<file path="config.mk">
export PLATFORM = sky130hd
export DESIGN_NAME = time_mode_ctrl
export DESIGN_NICKNAME = d
export VERILOG_FILES = /design/src/rtl/time_mode_ctrl.sv
export SDC_FILE = /design/constraint.sdc
export NUM_CORES = 1
export LEC_CHECK = 0
export BUFFER_PORTS_ARGS = -buffer_cell sky130_fd_sc_hd__buf_2
export CORE_MARGIN = 4
export CORE_UTILIZATION = 47
export DETAILED_ROUTE_END_ITERATION = 10
export PLACE_DENSITY = 0.8
export SYNTH_ARGS = -nofsm -noshare
export SYNTH_HDL_FRONTEND = slang
export SYNTH_SLANG_ARGS = --single-unit
</file>
<file path="constraint.sdc">
create_clock -name clk -period 6.7 [get_ports clk]
set_input_delay 1.34 -clock clk [delete_from_list [all_inputs] [get_ports clk]]
set_output_delay 1.34 -clock clk [all_outputs]
set_load 0.05 [all_outputs]
</file>
<file path="src/rtl/time_mode_ctrl.sv">
// -----------------------------------------------------------------------------
// time_mode_ctrl
//   Mode/channel controller for the watch/stopwatch display path. Picks one of
//   NUM_CH packed time sources through next/prev button pulses or a direct
//   (UART) select command, and registers the selected time word towards the
//   7-segment controller. It also drives a one-hot mode LED, steers channel
//   reset requests to the selected channel only, and falls back to channel 0
//   (home/watch) after an idle timeout.
//
//   Optional feature macro: MODE_BLINK_EN
//     defined   : the LED bit of the selected channel blinks at 2 Hz while
//                 that channel is running (phase restarts ON on mode change)
//     undefined : LED is a steady one-hot of o_sel, no blink logic built
//
// Parameters
//   NUM_CH    number of time channels (2..16), channel 0 is home
//   TIME_W    width of one packed time word {hour,min,sec,msec}
//   CLK_HZ    clock frequency in Hz
//   IDLE_SEC  idle seconds before auto-return to channel 0 (0 = disabled)
//
// Ports
//   clk             system clock
//   rst             synchronous reset, active-low
//   i_mode_next     pulse: select next channel (wraps)
//   i_mode_prev     pulse: select previous channel (wraps)
//   i_direct_valid  pulse: load i_direct_sel
//   i_direct_sel    direct channel index, out-of-range values ignored
//   i_rst_req       pulse: reset the currently selected channel
//   i_activity      any other user activity, restarts the idle timer
//   i_ch_running    per-channel running flag
//   i_time_bus      channel k at [k*TIME_W +: TIME_W]
//   o_sel           selected channel index
//   o_led           one-hot mode LED
//   o_time          registered time of the selected channel
//   o_ch_rst        one-cycle one-hot reset pulse to a channel
//   o_mode_changed  one-cycle pulse whenever o_sel changes
// -----------------------------------------------------------------------------
module time_mode_ctrl #(
  parameter  int NUM_CH   = 4,
  parameter  int TIME_W   = 24,
  parameter  int CLK_HZ   = 100_000_000,
  parameter  int IDLE_SEC = 10,
  localparam int SEL_W    = $clog2(NUM_CH)
) (
  input  logic                     clk,
  input  logic                     rst,
  input  logic                     i_mode_next,
  input  logic                     i_mode_prev,
  input  logic                     i_direct_valid,
  input  logic [SEL_W-1:0]         i_direct_sel,
  input  logic                     i_rst_req,
  input  logic                     i_activity,
  input  logic [NUM_CH-1:0]        i_ch_running,
  input  logic [NUM_CH*TIME_W-1:0] i_time_bus,
  output logic [SEL_W-1:0]         o_sel,
  output logic [NUM_CH-1:0]        o_led,
  output logic [TIME_W-1:0]        o_time,
  output logic [NUM_CH-1:0]        o_ch_rst,
  output logic                     o_mode_changed
);

  localparam int IDLE_CYC = IDLE_SEC * CLK_HZ;

  logic [SEL_W-1:0]  r_sel;
  logic [NUM_CH-1:0] r_led;
  logic [TIME_W-1:0] r_time;
  logic [NUM_CH-1:0] r_ch_rst;
  logic              r_mode_changed;

  logic [SEL_W-1:0]  w_sel_nxt;
  logic              w_chg;
  logic              w_return;
  logic              w_clear;

  // Any user interaction restarts the idle timer.
  assign w_clear = i_mode_next | i_mode_prev | i_direct_valid | i_rst_req | i_activity;

  // ---------------------------------------------------------------------------
  // Next-selection logic. Priority: direct command > auto-return > next/prev.
  // A direct command owns the cycle even when it is rejected, so it never
  // lets a simultaneous next/prev slip through.
  // ---------------------------------------------------------------------------
  always_comb begin
    // NOTE: every output of this block gets a default first so no path leaves
    // it unassigned; otherwise synthesis would infer a latch.
    w_sel_nxt = r_sel;
    if (i_direct_valid) begin
      if (int'(i_direct_sel) < NUM_CH) begin
        w_sel_nxt = i_direct_sel;
      end
    end else if (w_return) begin
      w_sel_nxt = '0;
    end else if (i_mode_next && !i_mode_prev) begin
      w_sel_nxt = (r_sel == SEL_W'(NUM_CH - 1)) ? '0 : r_sel + 1'b1;
    end else if (i_mode_prev && !i_mode_next) begin
      w_sel_nxt = (r_sel == '0) ? SEL_W'(NUM_CH - 1) : r_sel - 1'b1;
    end
  end

  assign w_chg = (w_sel_nxt != r_sel);

  // ---------------------------------------------------------------------------
  // Main registers. The channel reset uses r_sel, i.e. the channel selected
  // before any change taking effect at the same edge. o_time is sampled from
  // the current r_sel, so a new channel's time appears one cycle after o_sel.
  // ---------------------------------------------------------------------------
  always_ff @(posedge clk) begin
    // NOTE: state is updated with non-blocking assignments so every register
    // sees the pre-edge values of the others, independent of statement order.
    if (!rst) begin
      r_sel          <= '0;
      r_led          <= NUM_CH'(1);
      r_time         <= '0;
      r_ch_rst       <= '0;
      r_mode_changed <= 1'b0;
    end else begin
      r_sel          <= w_sel_nxt;
      r_led          <= NUM_CH'(1) << w_sel_nxt;
      r_time         <= i_time_bus[int'(r_sel) * TIME_W +: TIME_W];
      r_ch_rst       <= i_rst_req ? (NUM_CH'(1) << r_sel) : '0;
      r_mode_changed <= w_chg;
    end
  end

  // ---------------------------------------------------------------------------
  // Idle timer and auto-return. The counter saturates at IDLE_CYC; while the
  // selected channel is running it stays saturated, so the return fires on the
  // first cycle the channel stops.
  // ---------------------------------------------------------------------------
  generate
    if (IDLE_CYC > 0) begin : g_idle
      localparam int CNT_W = $clog2(IDLE_CYC + 1);

      logic [CNT_W-1:0] r_idle_cnt;
      logic             w_sat;

      assign w_sat    = (r_idle_cnt == CNT_W'(IDLE_CYC));
      assign w_return = w_sat && (r_sel != '0) && !i_ch_running[r_sel];

      always_ff @(posedge clk) begin
        if (!rst) begin
          r_idle_cnt <= '0;
        end else if (w_clear || w_return) begin
          r_idle_cnt <= '0;
        end else if (!w_sat) begin
          r_idle_cnt <= r_idle_cnt + 1'b1;
        end
      end
    end else begin : g_no_idle
      logic w_unused_clear;
      assign w_unused_clear = w_clear;
      assign w_return       = 1'b0;
    end
  endgenerate

  // ---------------------------------------------------------------------------
  // Mode LED.
  // ---------------------------------------------------------------------------
`ifdef MODE_BLINK_EN
  localparam int BLINK_HALF = (CLK_HZ / 4 > 0) ? CLK_HZ / 4 : 1;
  localparam int BLK_W      = $clog2(BLINK_HALF + 1);

  logic [BLK_W-1:0] r_blink_cnt;
  logic             r_blink_on;

  // Half-period counter: the lit bit toggles every CLK_HZ/4 cycles while the
  // selected channel runs, and restarts ON whenever the mode changes.
  always_ff @(posedge clk) begin
    if (!rst) begin
      r_blink_cnt <= '0;
      r_blink_on  <= 1'b1;
    end else if (w_chg || !i_ch_running[r_sel]) begin
      r_blink_cnt <= '0;
      r_blink_on  <= 1'b1;
    end else if (r_blink_cnt == BLK_W'(BLINK_HALF - 1)) begin
      r_blink_cnt <= '0;
      r_blink_on  <= ~r_blink_on;
    end else begin
      r_blink_cnt <= r_blink_cnt + 1'b1;
    end
  end

  assign o_led = r_led & {NUM_CH{r_blink_on}};
`else
  assign o_led = r_led;
`endif

  assign o_sel          = r_sel;
  assign o_time         = r_time;
  assign o_ch_rst       = r_ch_rst;
  assign o_mode_changed = r_mode_changed;

endmodule

</file>
==> summary.txt, run 1 <==
Status
  • Status: finished, final reports clean

STA
  • Worst slew pin tran: roughly 0.97 ns
  • Final Hold Fails: 0
  • Final setup fails: 0
  • Post-layout min period: 3.07 ns
  • Final Max Slew Viols: 0
  • Relative max-transition margin: between 30% and 40%
  • Fin Setup TNS: 0 ns
  • Crit share post-route: a little under half
  • Maximum clock frequency: ~0.33 GHz
  • Setup Skew: ~0.0071 ns
  • Setup ws final: about 3.6 ns
  • Unrepaired setup endpoints after global routing: false

Critical path
  • Critical Path Max Stage Delay: slightly below 1 ns
  • Critical path launch point type: flop
  • CP Cell Sequence: buf_2
  • Slowest CP cell: dfxtp_2
  • CP delay by family, top: flip-flops
  • CP required: between 5 and 6 ns
  • Worst Setup End Kind: primary output
  • Crit path DAT: approximately 1.7 ns
  • Crit path max fanout: 34
  • CP Buf/Inv Count: 1
  • Crit Path Class: reg -> out

Clocking
  • Clock transition at path regs: around 0.070 ns
  • Setup Fix Bufs, Post-CTS: 0
  • Root Buffer Master: clkbuf_8
  • Inserted Clock Buffers: 9
  • Resize count post-CTS: 0
  • H-tree depth: 3
  • CTS tree: built
  • Sink Count: between 60 and 70
  • Clock latency on the worst-skew pair: roughly 0.34 ns
  • Max Root-Sink Buffers: 2
  • CTS Hold Bufs: 0

Logic synthesis
  • Yosys reg bits: 65
  • Share of Yosys cell area claimed by the top area cell type: just over 40%
  • Commonest cells post-synth: dfxtp_1, nor2_1, and2_1, mux4_2, xor2_1
  • Synth cell types: 39
  • Ys Warns: 0
  • Seq/Total Area, Yosys: between 40% and 50%
  • Synth Instances: about 290
  • Cell taking the most area after synthesis: dfxtp_1
  • Fraction of registers with async set or reset after synthesis: 0%
  • Synth top area cells: dfxtp_1, mux4_2, xor2_1
  • Syn_area_per_cell: about 11 µm²
  • Synthesized cell area: roughly 3100 µm²
  • Post-Syn Nets: between 400 and 500
  • Most used DFF post-synth: dfxtp_1
  • EDFF count, synth: 0
  • Most used standard cell by instance count after synthesis: dfxtp_1

Floorplanning
  • CORE AREA: 6420 µm²
  • Starting Density: between 40% and 50%
  • Die Width: 89.6 µm
  • # IOs: 144
  • Die area: 8030 µm²
  • Rows: 29
  • Die H: 89.6 µm

Place
  • I/O Buffers: 143
  • Pre-CTS setup slack: between 3 and 4 ns
  • Post-DP HPWL: between 6000 and 7000 µm
  • Final GP Congestion: around 0.79

Global routing
  • Initial antenna violation count: 0
  • Global-route wire length before repair: around 12000 µm
  • Vias in the first global route: ~2700
  • GRT Util Overall: about a fifth
  • Largest net degree at the start of global routing: 35
  • Grt ovf: 0

Layout
  • Diode count: 0
  • Fraction of layout instances using a drive strength above 1: 43.6%
  • Nets: approximately 550
  • Filler cells: roughly 520
  • Fin util: between 60% and 70%
  • Syn-to-layout area delta: 31.7%

Drt
  • Drt drc: 0
  • Total routed wirelength: between 7000 and 8000 µm
  • Via/cell ratio: approximately 5.4
  • Wire per inst: 15.4 µm
  • 1st-iter DRT viols: 134
  • DR vias: approximately 2800
  • Antenna-violating nets left: 0
  • Drt first pass iters: 4

Run
  • MaxCap Viol Count: 0

Power
  • Sw frac: 28.7%
  • Logic gate share of total power: ~20%
  • Peak supply drop: 0.000128 V
  • Part of the power in the clock network: between 30% and 40%
  • Power per cell area: ~240 nW/µm²
  • Reg power frac: 42.8%
  • Leakage Power: between 1.5 and 2 nW
  • Cell internal pwr: ~0.00070 W
  • Switching power: 0.000282 W

Hold path
  • Hold Path Class: reg -> reg
-- layer usage --
layer | up-vias | GRT usage [%] | part of all wire, %
met1 | 1319 | 23.4 | 39
met4 | 0 | 7.71 | 2.0
met2 | 107 | 35.4 | 53
met5 | - | 0 | 0
met3 | 15 | 4.38 | 6.0
li1 | 1347 | - | -
-- registers in the layout, summed over array words and instances (netlist names) --
register / flops
o_led: 4
g_idle.r_idle_cnt: 30
o_ch_rst: 4
o_sel: 2
o_time: 24
o_mode_changed: 1
-- cell families after synthesis --
logic type,count (synthesis),synth area share (%)
flip-flops,65,41.6
buffers and inverters,21,2.72
adder cells (fa/ha/maj),4,1.60
AO/OA/AOI/OAI,14,3.00
AND/OR/NAND/NOR,132,24.4
multiplexers,27,18.6
XOR/XNOR,29,8.11
-- cells in the final DEF, fill, tap and decap left out, drive strengths merged, types with 2 or more instances in the layout --
master / instances
buf: 145
dfxtp: 65
nor2: 34
and2: 30
mux4: 25
xor2: 24
nand4: 14
nand3: 11
clkbuf: 9
and4: 8
inv: 8
and3: 7
nand2: 7
xnor2: 5
a21oi: 4
ha: 4
nor3b: 3
nor3: 3
nor4b: 3
or3: 3
nor4: 2
or4: 2
o2111ai: 2
o21ai: 2
mux2i: 2
nor2b: 2
clkinv: 2
bufinv: 2
-- metrics by stage --
| step | std cells | cell area, µm² | hold WS, ns | power (W) |
|---|---|---|---|---|
| finish | 515 | 4120 | 0.523 | 0.000982 |
| global route | 515 | 4120 | 0.532 | 0.00102 |
| CTS | 515 | 4120 | 0.516 | 0.000990 |
| detailed placement | 499 | 3900 | 0.496 | 0.000622 |
| global placement | 499 | 3900 | 0.482 | 0.000618 |
| floorplan | 292 | 3130 | 0.463 | 0.000559 |
-- layout make-up --
type	count	area [µm²]	share of cell area [%]
clock inverters	7	103	2.49
flip-flops and latches	65	1300	31.6
multi-input cells	206	1750	42.3
well taps	77	96.3	2.34
repair buffers	145	731	17.7
clock buffers	9	124	3.00
inverters	6	22.5	0.546
-- final timing paths --
check | cells past startpoint | to | startpoint | slack (ns)
setup reg to reg | 4 | g_idle.r_idle_cnt[12]$_SDFFE_PP0P_ | o_sel[0]$_SDFF_PN0_ | 3.76
setup / recovery | 1 | o_sel[0] | o_sel[0]$_SDFF_PN0_ | 3.63
hold / removal | 2 | g_idle.r_idle_cnt[27]$_SDFFE_PP0P_ | g_idle.r_idle_cnt[27]$_SDFFE_PP0P_ | 0.52
hold reg to reg | 2 | g_idle.r_idle_cnt[27]$_SDFFE_PP0P_ | g_idle.r_idle_cnt[27]$_SDFFE_PP0P_ | 0.52
-- power by group through the flow --
stage	clock network, W	registers (W)	logic (W)
2_1_floorplan	0	0.000488	0.0000703
3_3_place_gp	0	0.000429	0.000190
3_5_place_dp	0	0.000429	0.000192
4_1_cts	0.000377	0.000420	0.000193
5_1_grt	0.000395	0.000423	0.000202
6_report	0.000370	0.000420	0.000191
No activity file was read; power rests on OpenSTA's default activity.
==> run 2, diff against run 1 <==
--- a/config.mk
+++ b/config.mk
@@ -7,9 +7,9 @@
 export LEC_CHECK = 0
 export BUFFER_PORTS_ARGS = -buffer_cell sky130_fd_sc_hd__buf_2
 export CORE_MARGIN = 4
-export CORE_UTILIZATION = 47
+export CORE_UTILIZATION = 42
 export DETAILED_ROUTE_END_ITERATION = 10
-export PLACE_DENSITY = 0.8
+export PLACE_DENSITY = 0.76
 export SYNTH_ARGS = -nofsm -noshare
 export SYNTH_HDL_FRONTEND = slang
 export SYNTH_SLANG_ARGS = --single-unit
==> constraint.sdc (replaced) <==
create_clock -name clk -period 2.7 [get_ports clk]
set_input_delay 0.54 -clock clk [delete_from_list [all_inputs] [get_ports clk]]
set_output_delay 0.54 -clock clk [all_outputs]
set_load 0.05 [all_outputs]
==> summary.txt, run 2 (synthesis results as in run 1) <==
Layout
  • Max reg flops: 30 (unchanged)
  • Leading cell types in the layout, fill and taps excluded: buf_2, dfxtp_1, nor2_1
  • Biggest register: g_idle.r_idle_cnt
  • Syn-to-layout area delta: 34.6%
  • Fraction of layout instances using a drive strength above 1: 44.2% (+0.64 points)
  • Nets: 551 (+0.92%)
  • Filler cells: 629 (+20%)
  • Diode count: 0 (unchanged)
  • Most common cell after layout, fill and taps aside: buf_2

Critical path
  • R2r startpoint: g_idle.r_idle_cnt[25]$_SDFFE_PP0P_
  • Worst Setup End Kind: flop
  • CP required: 2.92 ns (-2.44 ns)
  • Critical path launch point type: flop
  • Crit path DAT: 2.48 ns (+0.75 ns)
  • R2R cell count: 6 (+2)
  • Worst r2r dst: g_idle.r_idle_cnt[18]$_SDFFE_PP0P_
  • Crit path max fanout: 30 (-12%)
  • Register-to-register setup slack: 0.44 ns (-3.32 ns)
  • Crit Path Class: reg -> reg

Global routing
  • Global-route wire length before repair: 13100 µm (+6.6%)
  • Met1 GRT Util: 20.9% (-2.6 points)
  • Grt ovf: 0 (unchanged)
  • Most used routing layer: met2
  • Initial antenna violation count: 1 (+1)
  • Grt met2 use: 34.0% (-1.4 points)
  • M3 GR Usage: 6.53% (+2.2 points)
  • GRT Util Overall: 19.0% (-0.94 points)
  • Largest net degree at the start of global routing: 33 (-5.7%)
  • Vias in the first global route: 2882 (+4.9%)

STA
  • Maximum clock frequency: 0.442 GHz
  • Final Max Slew Viols: 0 (unchanged)
  • Post-layout min period: ~2.3 ns
  • Setup Skew: 0.00866 ns (+0.00158 ns)
  • Min Hold Slack: 0.484 ns (-0.0390 ns)
  • Relative max-transition margin: 70.8% (+36 points)
  • Unrepaired setup endpoints after global routing: false
  • Fin Setup TNS: 0 ns (unchanged)
  • Crit share post-route: 83.8%
  • Final setup fails: 0 (unchanged)
  • Final Hold Fails: 0 (unchanged)
  • Worst slew pin tran: 0.439 ns (-0.534 ns)

Place
  • Final GP Congestion: 0.873 (+10%)
  • I/O Buffers: 143 (unchanged)
  • Post-DP HPWL: 6330 µm (+0.76%)

Clocking
  • Max Root-Sink Buffers: 2 (unchanged)
  • Clock transition at path regs: 0.07 ns (about the same)
  • CTS Hold Bufs: 0 (unchanged)
  • Setup Fix Bufs, Post-CTS: 0 (unchanged)
  • Resize count post-CTS: 0 (unchanged)
  • H-tree depth: 3 (unchanged)
  • Clock latency on the worst-skew pair: 0.34 ns (about the same)
  • Root Buffer Master: clkbuf_8
  • CTS tree: built
  • Inserted Clock Buffers: 9 (unchanged)
  • Sink Count: 65 (unchanged)

Drt
  • Via/cell ratio: 5.14 (-5.0%)
  • Total routed wirelength: 8090 µm (+1.7%)
  • DR vias: 2788 (unchanged)
  • Drt drc: 0 (unchanged)
  • Wire per inst: 14.9 µm (-3.4%)
  • Antenna-violating nets left: 0 (unchanged)
  • Drt first pass iters: 6 (+2)
  • 1st-iter DRT viols: 88 (-34%)

Power
  • Power per cell area: 605 nW/µm² (+150%)
  • Part of the power in the clock network: 40.2% (+2.5 points)
  • Sw frac: 27.2% (-1.5 points)
  • Switching power: 0.000694 W (+150%)
  • Reg power frac: 40.0% (-2.8 points)
  • Peak supply drop: 0.000328 V (+160%)
  • Leakage Power: 1.80 nW (+2.1%)
  • Logic gate share of total power: 19.8% (+0.3 points)
  • Cell internal pwr: 0.00185 W (+170%)

Status
  • Status: finished, final reports clean

Hold path
  • Endpoint of the worst hold-timing path: o_ch_rst[0]$_SDFF_PP0_
  • Hold depth: 3 (+1)
  • Hold Path Class: in -> reg
  • Hold path start: i_rst_req

Floorplanning
  • Die Width: 94.4 µm (+5.3%)
  • # IOs: 144 (unchanged)
  • Die area: 8900 µm² (+11%)
  • Starting Density: 43.2% (-5.6 points)
  • Rows: 31 (+6.9%)
  • CORE AREA: 7250 µm² (+13%)
  • Die H: 94.4 µm (+5.3%)

Run
  • MaxCap Viol Count: 0 (unchanged)
## run 2: per-stage QoR
stage	utilization (%)	instance area, µm²	power [W]	setup WS [ns]	cells
2_1_floorplan	-	3130	0.00139	0.205	292
3_3_place_gp	54.6	3960	0.00154	0.485	526
3_5_place_dp	54.6	3960	0.00155	0.455	526
4_1_cts	58.1	4220	0.00257	0.460	542
5_1_grt	58.1	4220	0.00266	0.142	542
6_report	58.1	4220	0.00255	0.437	542
## run 2: layer usage
metal	vias to the layer above	share of wire, %
li1	1352	-
met1	1310	37
met2	103	54
met3	21	6.6
met4	2	2.7
met5	-	0.087
## run 2: area by class of cell
type | count | area, µm² | share of cell area, %
sequential | 65 | 1300 | 30.9
multi-input combinational | 206 | 1750 | 41.4
timing repair buffer | 150 | 768 | 18.2
clock inverter | 6 | 115 | 2.73
clock buffer | 10 | 138 | 3.27
tap | 99 | 124 | 2.94
inverter | 6 | 22.5 | 0.534
## run 2: power groups by stage
stage / registers (W) / clock network, W / logic (W)
after floorplan: 0.00121 / 0 / 0.000174
after global placement: 0.00104 / 0 / 0.000497
after detailed placement: 0.00104 / 0 / 0.000507
after CTS: 0.00102 / 0.00104 / 0.000508
after global routing: 0.00102 / 0.00109 / 0.000539
final: 0.00102 / 0.00102 / 0.000504
## run 2: how the worst max path moves through the flow
stage / start / end / slack (ns) / depth (start not counted)
2_1_floorplan: o_sel[1]$_SDFF_PN0_ / o_mode_changed$_SDFF_PN0_ / 0.20 / 7
3_3_place_gp: i_ch_running[3] / o_led[2]$_SDFF_PN0_ / 0.49 / 6
3_5_place_dp: i_ch_running[3] / o_led[1]$_SDFF_PP0_ / 0.46 / 6
4_1_cts: g_idle.r_idle_cnt[25]$_SDFFE_PP0P_ / g_idle.r_idle_cnt[7]$_SDFFE_PP0P_ / 0.46 / 6
5_1_grt: g_idle.r_idle_cnt[25]$_SDFFE_PP0P_ / g_idle.r_idle_cnt[12]$_SDFFE_PP0P_ / 0.14 / 6
6_report: g_idle.r_idle_cnt[25]$_SDFFE_PP0P_ / g_idle.r_idle_cnt[18]$_SDFFE_PP0P_ / 0.44 / 6
## run 2: critical path, cell delays in order, from the launching register on
cell      delay (ns)
dfxtp_1         0.42
nor4bb_1        0.35
nand4_1         0.35
nor4_1          0.46
or4_1           0.17
buf_4           0.30
nor2_1          0.09
